### config.mk
export PLATFORM = sky130hd
export DESIGN_NAME = seg_scan_reader
export DESIGN_NICKNAME = d
export VERILOG_FILES = /design/src/rtl/seg_pkg.sv /design/src/rtl/seg_pattern_decoder.sv /design/src/rtl/seg_scan_reader.sv
export SDC_FILE = /design/constraint.sdc
export NUM_CORES = 1
export LEC_CHECK = 0
export CORE_ASPECT_RATIO = 0.7
export CORE_UTILIZATION = 55
export DETAILED_ROUTE_END_ITERATION = 10
export GPL_TIMING_DRIVEN = 0
export HOLD_SLACK_MARGIN = 0.15
export PLACE_DENSITY = 0.85
export SKIP_CTS_REPAIR_TIMING = 1
export SYNTH_ARGS = -nofsm -noshare
export SYNTH_HDL_FRONTEND = slang
export SYNTH_SLANG_ARGS = --single-unit
### constraint.sdc
create_clock -name clk -period 4.16 [get_ports clk]
set_input_delay 0.832 -clock clk [delete_from_list [all_inputs] [get_ports clk]]
set_output_delay 0.832 -clock clk [all_outputs]
set_load 0.005 [all_outputs]
### src/rtl/seg_pkg.sv
// Shared constants and sample type for the 7-segment scan receive path.
// Segment vectors are ordered bit6 = a ... bit0 = g, 1 = lit.
package seg_pkg;

   localparam logic [6:0] SEG_0     = 7'b1111110;
   localparam logic [6:0] SEG_1     = 7'b0110000;
   localparam logic [6:0] SEG_2     = 7'b1101101;
   localparam logic [6:0] SEG_3     = 7'b1111001;
   localparam logic [6:0] SEG_4     = 7'b0110011;
   localparam logic [6:0] SEG_5     = 7'b1011011;
   localparam logic [6:0] SEG_6     = 7'b1011111;
   localparam logic [6:0] SEG_7     = 7'b1110000;
   localparam logic [6:0] SEG_8     = 7'b1111111;
   localparam logic [6:0] SEG_9     = 7'b1111011;
   localparam logic [6:0] SEG_BLANK = 7'b0000000;

   localparam logic [3:0] BCD_BLANK = 4'hF;
   localparam logic [3:0] BCD_BAD   = 4'hE;

   // Upper bound on scanned digits; narrower buses are zero-extended into the sample.
   localparam int MAX_DIGITS = 16;

   typedef struct packed {
      logic [6:0]            seg;
      logic [MAX_DIGITS-1:0] dig_sel;
   } seg_scan_sample;

endpackage

### src/rtl/seg_pattern_decoder.sv
// Inverse 7-segment table: segment pattern -> {BCD nibble, dark flag, illegal flag}.
// Latency: combinational. Backpressure: none.
// A dark digit is legal and reported as BCD_BLANK; any non-digit pattern yields BCD_BAD.
module seg_pattern_decoder
   import seg_pkg::*;
(
   input  logic [6:0] seg,
   output logic [3:0] nibble,
   output logic       blank,
   output logic       bad
);

   always_comb begin
      nibble = BCD_BAD;
      blank  = 1'b0;
      bad    = 1'b0;
      case (seg)
         SEG_0:     nibble = 4'd0;
         SEG_1:     nibble = 4'd1;
         SEG_2:     nibble = 4'd2;
         SEG_3:     nibble = 4'd3;
         SEG_4:     nibble = 4'd4;
         SEG_5:     nibble = 4'd5;
         SEG_6:     nibble = 4'd6;
         SEG_7:     nibble = 4'd7;
         SEG_8:     nibble = 4'd8;
         SEG_9:     nibble = 4'd9;
         SEG_BLANK: begin
            nibble = BCD_BLANK;
            blank  = 1'b1;
         end
         default:   bad = 1'b1;
      endcase
   end

endmodule

### src/rtl/seg_scan_reader.sv
// Samples a multiplexed 7-segment bus, debounces each digit dwell and publishes BCD frames.
// Latency: capture STABLE_CYCLES edges after a dwell starts; frame commit one edge after the last capture.
// Backpressure: none; the monitored bus cannot be stalled, frames are held until the next commit.
module seg_scan_reader
   import seg_pkg::*;
#(
   parameter int NUM_DIGITS    = 4,
   parameter int STABLE_CYCLES = 4
) (
   input  logic                    clk,
   input  logic                    rst,
   input  logic [6:0]              seg_in,
   input  logic [NUM_DIGITS-1:0]   dig_sel,
   output logic [4*NUM_DIGITS-1:0] bcd_out,
   output logic [NUM_DIGITS-1:0]   blank_out,
   output logic                    frame_valid,
   output logic                    frame_err,
   output logic                    pattern_err
);

   localparam int CW = $clog2(STABLE_CYCLES + 1);

   seg_scan_sample s_cur, s_prev, s_next;

   logic [CW-1:0]             cnt, cnt_next;
   logic                      dwell_done;
   logic                      same, capture, commit;
   logic [4*NUM_DIGITS-1:0]   shadow;
   logic [NUM_DIGITS-1:0]     captured, blank_m, bad_m;
   logic                      err_pend;
   logic [3:0]                dec_nibble;
   logic                      dec_blank, dec_bad;

   seg_pattern_decoder u_dec (
      .seg    (s_cur.seg),
      .nibble (dec_nibble),
      .blank  (dec_blank),
      .bad    (dec_bad)
   );

   always_comb begin
      s_next         = '0;
      s_next.seg     = seg_in;
      s_next.dig_sel[NUM_DIGITS-1:0] = dig_sel;

      same     = (s_cur == s_prev);
      cnt_next = CW'(1);
      if (same)
         cnt_next = (cnt == CW'(STABLE_CYCLES)) ? cnt : cnt + CW'(1);

      // One capture per dwell: the first edge at which the run length hits the threshold.
      capture = (cnt_next == CW'(STABLE_CYCLES)) && !dwell_done && $onehot(s_cur.dig_sel);
      commit  = &captured;
   end

   always_ff @(posedge clk) begin
      if (rst) begin
         s_cur       <= '0;
         s_prev      <= '0;
         cnt         <= '0;
         dwell_done  <= 1'b0;
         shadow      <= '0;
         captured    <= '0;
         blank_m     <= '0;
         bad_m       <= '0;
         err_pend    <= 1'b0;
         bcd_out     <= {NUM_DIGITS{BCD_BLANK}};
         blank_out   <= '1;
         frame_valid <= 1'b0;
         frame_err   <= 1'b0;
         pattern_err <= 1'b0;
      end else begin
         s_cur       <= s_next;
         s_prev      <= s_cur;
         cnt         <= cnt_next;
         err_pend    <= capture && dec_bad;
         pattern_err <= err_pend;
         frame_valid <= commit;

         if (!same)
            dwell_done <= 1'b0;
         else if (capture)
            dwell_done <= 1'b1;

         if (commit) begin
            bcd_out   <= shadow;
            blank_out <= blank_m;
            frame_err <= |bad_m;
         end

         // Clearing first lets a capture on the commit edge seed the next frame.
         for (int i = 0; i < NUM_DIGITS; i++) begin
            if (commit) begin
               captured[i] <= 1'b0;
               bad_m[i]    <= 1'b0;
            end
            if (capture && s_cur.dig_sel[i]) begin
               shadow[4*i +: 4] <= dec_nibble;
               captured[i]      <= 1'b1;
               blank_m[i]       <= dec_blank;
               bad_m[i]         <= dec_bad;
            end
         end
      end
   end

endmodule

==> impl_metrics.yaml, run 1 <==
outcome:
  outcome: "completed"
die:
  core_um2: 5730
  die_area_um2: 6250
  rows: 23
  die_x_um: 94.1
  die_y_um: 66.5
  io_pins: 36
  start_util: 0.570
final_layout:
  fin_util: 0.689
  drive_above_1_share: 0.0998
  nNetsFinal: 424
  area_growth_pct: 20.8
  final_common_cell: "dfxtp_1"
  final.fill_count: 468
  final_cell_mix: "dfxtp_1, nand2_1, clkdlybuf4s50_1"
  n_antenna_cell: 0
drt:
  wl_per_cell_um: 15.0
  drtAntennaViolNets: 0
  drt-total-wl_um: 7290
  route.detailed.drc: 0
  viasPerCell: 5.75
  dr.pass1.iters: 5
  num_vias: 2794
  drt_iter0_drc: 314
grt:
  antenna_found_initial: 0
  track_usage: 0.254
  grt_pass1_wl_um: 12000
  grt_overflow: 0
  grt_pass1_vias: 2535
  grt_max_degree: 14
pwr:
  power_density_nw_per_um2: 392
  clock_power_share: 0.441
  total_power_mw: 1.55
  power_frac_seq: 0.492
  p_sw_uw: 334
  power.internal_mw: 1.21
  pwr-share-comb: 0.067
  leakage_nw: 1.52
  swShare: 0.216
  worst_ir_drop_vdd_uv: 357
setup_path:
  r2r_cells: 12
  critPathRequiredTime_ns: 4.38
  worstPathMaxFanout: 8
  worstSetupStartpoint: "s_cur[0]$_SDFF_PP0_"
  cp_data_arrival_time_ns: 3.51
  reg2reg_from: "s_cur[0]$_SDFF_PP0_"
  endpoint_kind: "flop"
  path_class: "flop to flop"
  cp-start-kind: "flop"
placed_design:
  port_buffers: 34
  place_congestion: 0.855
  hpwl_um: 5200
sta:
  fin_setup_tns_ns: 0
  slew_viol_final: 0
  fin_crit_sh: 0.791
  rsz0062_at_grt: "false"
  setup_viol: 0
  hold_violations: 0
  fmax_ghz: 0.304
  maxSlewHeadroom: 0.593
  skew_ns: 0.00839
  period_minus_slack_ns: 3.29
  hold_slack_ns: 0.457
  tightest_slew_ns: 0.608
clock_tree:
  clock-root-buffer: "clkbuf_8"
  clock_latency_ns: 0.35
  clkSinkCount: 78
  cts_buffer_depth: 2
  cts_tree: "yes"
  path_clk_slew_ns: 0.08
  htreeDepth: 3
  cts_made_buffers: 9
synth:
  syn_nets: 379
  synthAdderAreaFrac: 0.0215
  syn_avg_cell_area_um2: 9.05
  synth-compound-area-share: 0.100
  yosysSeqAreaShare: 0.478
  synth_async_sr_flop_share: 0
  ys.flop_type: "dfxtp_1"
  yosys.area_share.simple: 0.293
  synthesis.area_um2: 3270
  synth_cell_type_count: 46
  synth_warnings: 0
  synth_mux_area_frac: 0.0123
  synth-xor-area-share: 0.0349
  synth-seq-cells: 78
  postSynthCellCount: 361
  synth_top_family_by_area: "simple AND/OR/NAND/NOR gates"
  synth-edff-count: 0
hold_path:
  hold_class: "flop to flop"
  holdPathStages: 1
  hold_start: "err_pend$_SDFF_PP0_"
run:
  max-cap-violations: 0
[per-layer routing]
layer | vias to the layer above | global-route usage | wire length (um) | part of all wire
li1 | 1345 | - | - | -
met1 | 1284 | 0.339 | 3430 | 0.47
met2 | 145 | 0.387 | 3150 | 0.43
met3 | 20 | 0.0662 | 554 | 0.076
met4 | 0 | 0.115 | 157 | 0.022
met5 | - | 0 | 0 | 0
[power groups by stage]
| stage | combinational (mW) | clock, mW | sequential [mW] |
|---|---|---|---|
| after global routing | 0.113 | 0.725 | 0.762 |
| after detailed placement | 0.102 | 0 | 0.779 |
| after CTS | 0.102 | 0.692 | 0.761 |
| after floorplan | 0.0716 | 0 | 0.778 |
| final | 0.103 | 0.683 | 0.761 |
| after global placement | 0.0965 | 0 | 0.778 |
[synthesized netlist by cell type (2+ instances only)]
cell type  number  area [um2]
a211o_1         4        35.0
a211oi_1        7        52.6
a21oi_1        18        90.1
a31oi_1         8        50.1
and4bb_1        2        25.0
buf_2          12        60.1
buf_4           2        15.0
clkbuf_1       15        56.3
dfxtp_1        78        1560
ha_1            4        50.1
inv_1          13        48.8
mux2i_1         4        40.0
nand2_1        51         191
nand3_1         3        15.0
nand3_2         4        40.0
nand3b_1       18         135
nand4_1        11        68.8
nand4bb_1       3        33.8
nor2_1         14        52.6
nor2b_1        20         125
nor3_1         16        80.1
nor4_1          8        50.1
o21ai_0        10        50.1
or3_1           2        12.5
or4b_1          2        20.0
xnor2_1         5        43.8
xor2_1          8        70.1
[cell type report]
cell class / count / area, um2 / share of cell area
flip-flops and latches: 78 / 1560 / 0.396
plain buffers: 31 / 146 / 0.0371
well taps: 75 / 93.8 / 0.0238
clock buffers: 10 / 138 / 0.0349
clock inverters: 6 / 109 / 0.0276
multi-input cells: 239 / 1510 / 0.382
inverters: 13 / 48.8 / 0.0124
repair buffers: 34 / 340 / 0.0862
[kinds of logic (layout without fill, tap and decap cells)]
logic type      after synthesis  in the layout
xor+xnor                     13             13
buf+inv                      44             94
mux                           4              4
flops                        78             78
compound gates               52             52
fa+ha+maj                     5              5
simple gates                165            165
[registers in the layout, summed over array words and instances (netlist names)]
| signal | flops |
|---|---|
| s_prev | 11 |
| cnt | 3 |
| bad_m | 4 |
| frame_valid | 1 |
| frame_err | 1 |
| shadow | 16 |
| captured | 4 |
| s_cur | 11 |
| pattern_err | 1 |
| blank_out | 4 |
| dwell_done | 1 |
| err_pend | 1 |
| bcd_out | 16 |
| blank_m | 4 |
[worst max-delay path, cell delays in order, from the launching register on]
cell and delay [ns]:
dfxtp_1 0.31, buf_2 0.21, inv_1 0.12, fa_1 0.55, inv_1 0.04, ha_1 0.17, ha_1 0.27, or4b_1 0.47
and4bb_1 0.26, buf_4 0.16, nand2_1 0.14, nor4_1 0.37, a211oi_1 0.09
[worst paths after layout]
| kind | end | slack (ns) |
|---|---|---|
| max reg2reg | shadow[6]$_SDFFE_PP0P_ | 0.87 |
| max | shadow[6]$_SDFFE_PP0P_ | 0.87 |
| min reg2reg | pattern_err$_SDFF_PP0_ | 0.46 |
| min | pattern_err$_SDFF_PP0_ | 0.46 |
[stage by stage]
step | setup slack (ns) | cell area (um2) | instances
2_1_floorplan | 1.27 | 3270 | 361
3_3_place_gp | 0.971 | 3700 | 470
3_5_place_dp | 0.919 | 3700 | 470
4_1_cts | 0.908 | 3950 | 486
5_1_grt | 0.659 | 3950 | 486
6_report | 0.870 | 3950 | 486
No activity file was read; power rests on OpenSTA's default activity.
==> run 2, diff against run 1 <==
==> constraint.sdc (replaced) <==
create_clock -name clk -period 3.3 [get_ports clk]
set_input_delay 0.66 -clock clk [delete_from_list [all_inputs] [get_ports clk]]
set_output_delay 0.66 -clock clk [all_outputs]
set_load 0.005 [all_outputs]
==> impl_metrics.yaml, run 2 (synthesis gave the netlist of run 1 again) <==
setup_path:
  critPathBufInv: 5
  cp_top_family: "adder cells"
  cp_data_arrival_time_ns: 3.40
  critPathRequiredTime_ns: 3.57
  path_cells: "buf_4, inv_1, fa_1, inv_1, ha_1, ha_1, or4b_1, and4bb_1, buf_6, buf_6, nand3_2, a211oi_1"
  crit_path_max_incr_delay_ns: 0.54
  cp-start-kind: "flop"
  endpoint_kind: "flop"
  worstSetupStartpoint: "s_cur[0]$_SDFF_PP0_"
  path_class: "flop to flop"
  worstPathMaxFanout: 10
  crit_slowest_cell: "fa_1"
  reg2reg_from: "s_cur[0]$_SDFF_PP0_"
clock_tree:
  cts_made_buffers: 9
  clkSinkCount: 78
  cts_buffer_depth: 2
  clock_latency_ns: 0.35
  path_clk_slew_ns: 0.08
  clock-root-buffer: "clkbuf_8"
  htreeDepth: 3
  cts_tree: "yes"
pwr:
  power_frac_seq: 0.490
  swShare: 0.218
  power_density_nw_per_um2: 486
  leakage_nw: 1.53
  total_power_mw: 1.96
  worst_ir_drop_vdd_uv: 451
  clock_power_share: 0.441
  power.internal_mw: 1.53
  p_sw_uw: 428
  pwr-share-comb: 0.069
sta:
  setup_ws_ns: 0.167
  setup_viol: 0
  fin_crit_sh: 0.949
  tightest_slew_ns: 1.15
  slew_viol_final: 0
  period_minus_slack_ns: 3.13
  skew_ns: 0.0102
  fmax_ghz: 0.319
  hold_violations: 0
  maxSlewHeadroom: 0.227
placed_design:
  place_congestion: 0.855
  port_buffers: 34
  post-place-ws_ns: 0.0589
  hpwl_um: 5200
hold_path:
  hold_class: "flop to flop"
  hold_start: "err_pend$_SDFF_PP0_"
final_layout:
  drive_above_1_share: 0.122
  area_growth_pct: 23.4
  final_common_cell: "dfxtp_1"
  fin_util: 0.704
  nNetsFinal: 424
  final_cell_mix: "dfxtp_1, nand2_1, clkdlybuf4s50_1"
  n_antenna_cell: 0
  top_regs: "bcd_out: 16 flops, shadow: 16 flops"
drt:
  drt-total-wl_um: 7390
  num_vias: 2789
  route.detailed.drc: 0
  viasPerCell: 5.74
  dr.pass1.iters: 6
  drtAntennaViolNets: 0
  wl_per_cell_um: 15.2
  drt_iter0_drc: 306
grt:
  grt_pass1_wl_um: 12000
  track_usage: 0.254
  antenna_found_initial: 0
  grt_pass1_vias: 2535
  grt_overflow: 0
  grt_max_degree: 14
die:
  die_y_um: 66.5
  die_x_um: 94.1
  start_util: 0.570
  core_um2: 5730
  io_pins: 36
  die_area_um2: 6250
  rows: 23
run:
  max-cap-violations: 0
outcome:
  outcome: "completed"
-- run 2: cell types whose count changed in the layout (fill, tap and decap cells not counted), moves of 3 or more --
cell / before / now
nor4_4: 1 / 4
buf_2: 12 / 8
nor4_1: 8 / 4
nand2_1: 51 / 48
nand2_2: 0 / 3
-- run 2: power by group through the flow --
stage               sequential (mW)  clock [mW]  combinational [mW]
finish                        0.960       0.863               0.135
global placement              0.981           0               0.122
floorplan                     0.980           0              0.0902
CTS                           0.960       0.873               0.129
detailed placement            0.982           0               0.128
global route                  0.961       0.913               0.148
-- run 2: layout make-up --
cell class	instances	area (um2)
repair buffers	34	340
plain buffers	31	160
well taps	75	93.8
flip-flops and latches	78	1560
multi-input cells	239	1580
clock buffers	10	138
fillers	439	1700
inverters	13	48.8
clock inverters	6	109
-- run 2: worst paths after layout --
kind / endpoint / slack [ns] / depth (start not counted)
worst max-delay path: shadow[6]$_SDFFE_PP0P_ / 0.17 / 12
worst min-delay path: pattern_err$_SDFF_PP0_ / 0.46 / 1
worst max register to register: shadow[6]$_SDFFE_PP0P_ / 0.17 / 12
worst min register to register: pattern_err$_SDFF_PP0_ / 0.46 / 1
-- run 2: layer usage --
| metal | share of wire | up-vias | GRT usage |
|---|---|---|---|
| met5 | 0 | - | 0 |
| met2 | 0.44 | 133 | 0.387 |
| met1 | 0.47 | 1290 | 0.339 |
| met4 | 0.021 | 0 | 0.115 |
| li1 | - | 1348 | - |
| met3 | 0.077 | 18 | 0.0662 |
-- run 2: per-stage QoR --
| step | area [um2] | hold slack, ns | std cells | setup TNS, ns |
|---|---|---|---|---|
| 5_1_grt | 4030 | 0.463 | 486 | -0.00252 |
| 2_1_floorplan | 3270 | 0.414 | 361 | 0 |
| 4_1_cts | 3950 | 0.462 | 486 | 0 |
| 3_3_place_gp | 3700 | 0.442 | 470 | 0 |
| 6_report | 4030 | 0.457 | 486 | 0 |
| 3_5_place_dp | 3700 | 0.439 | 470 | 0 |
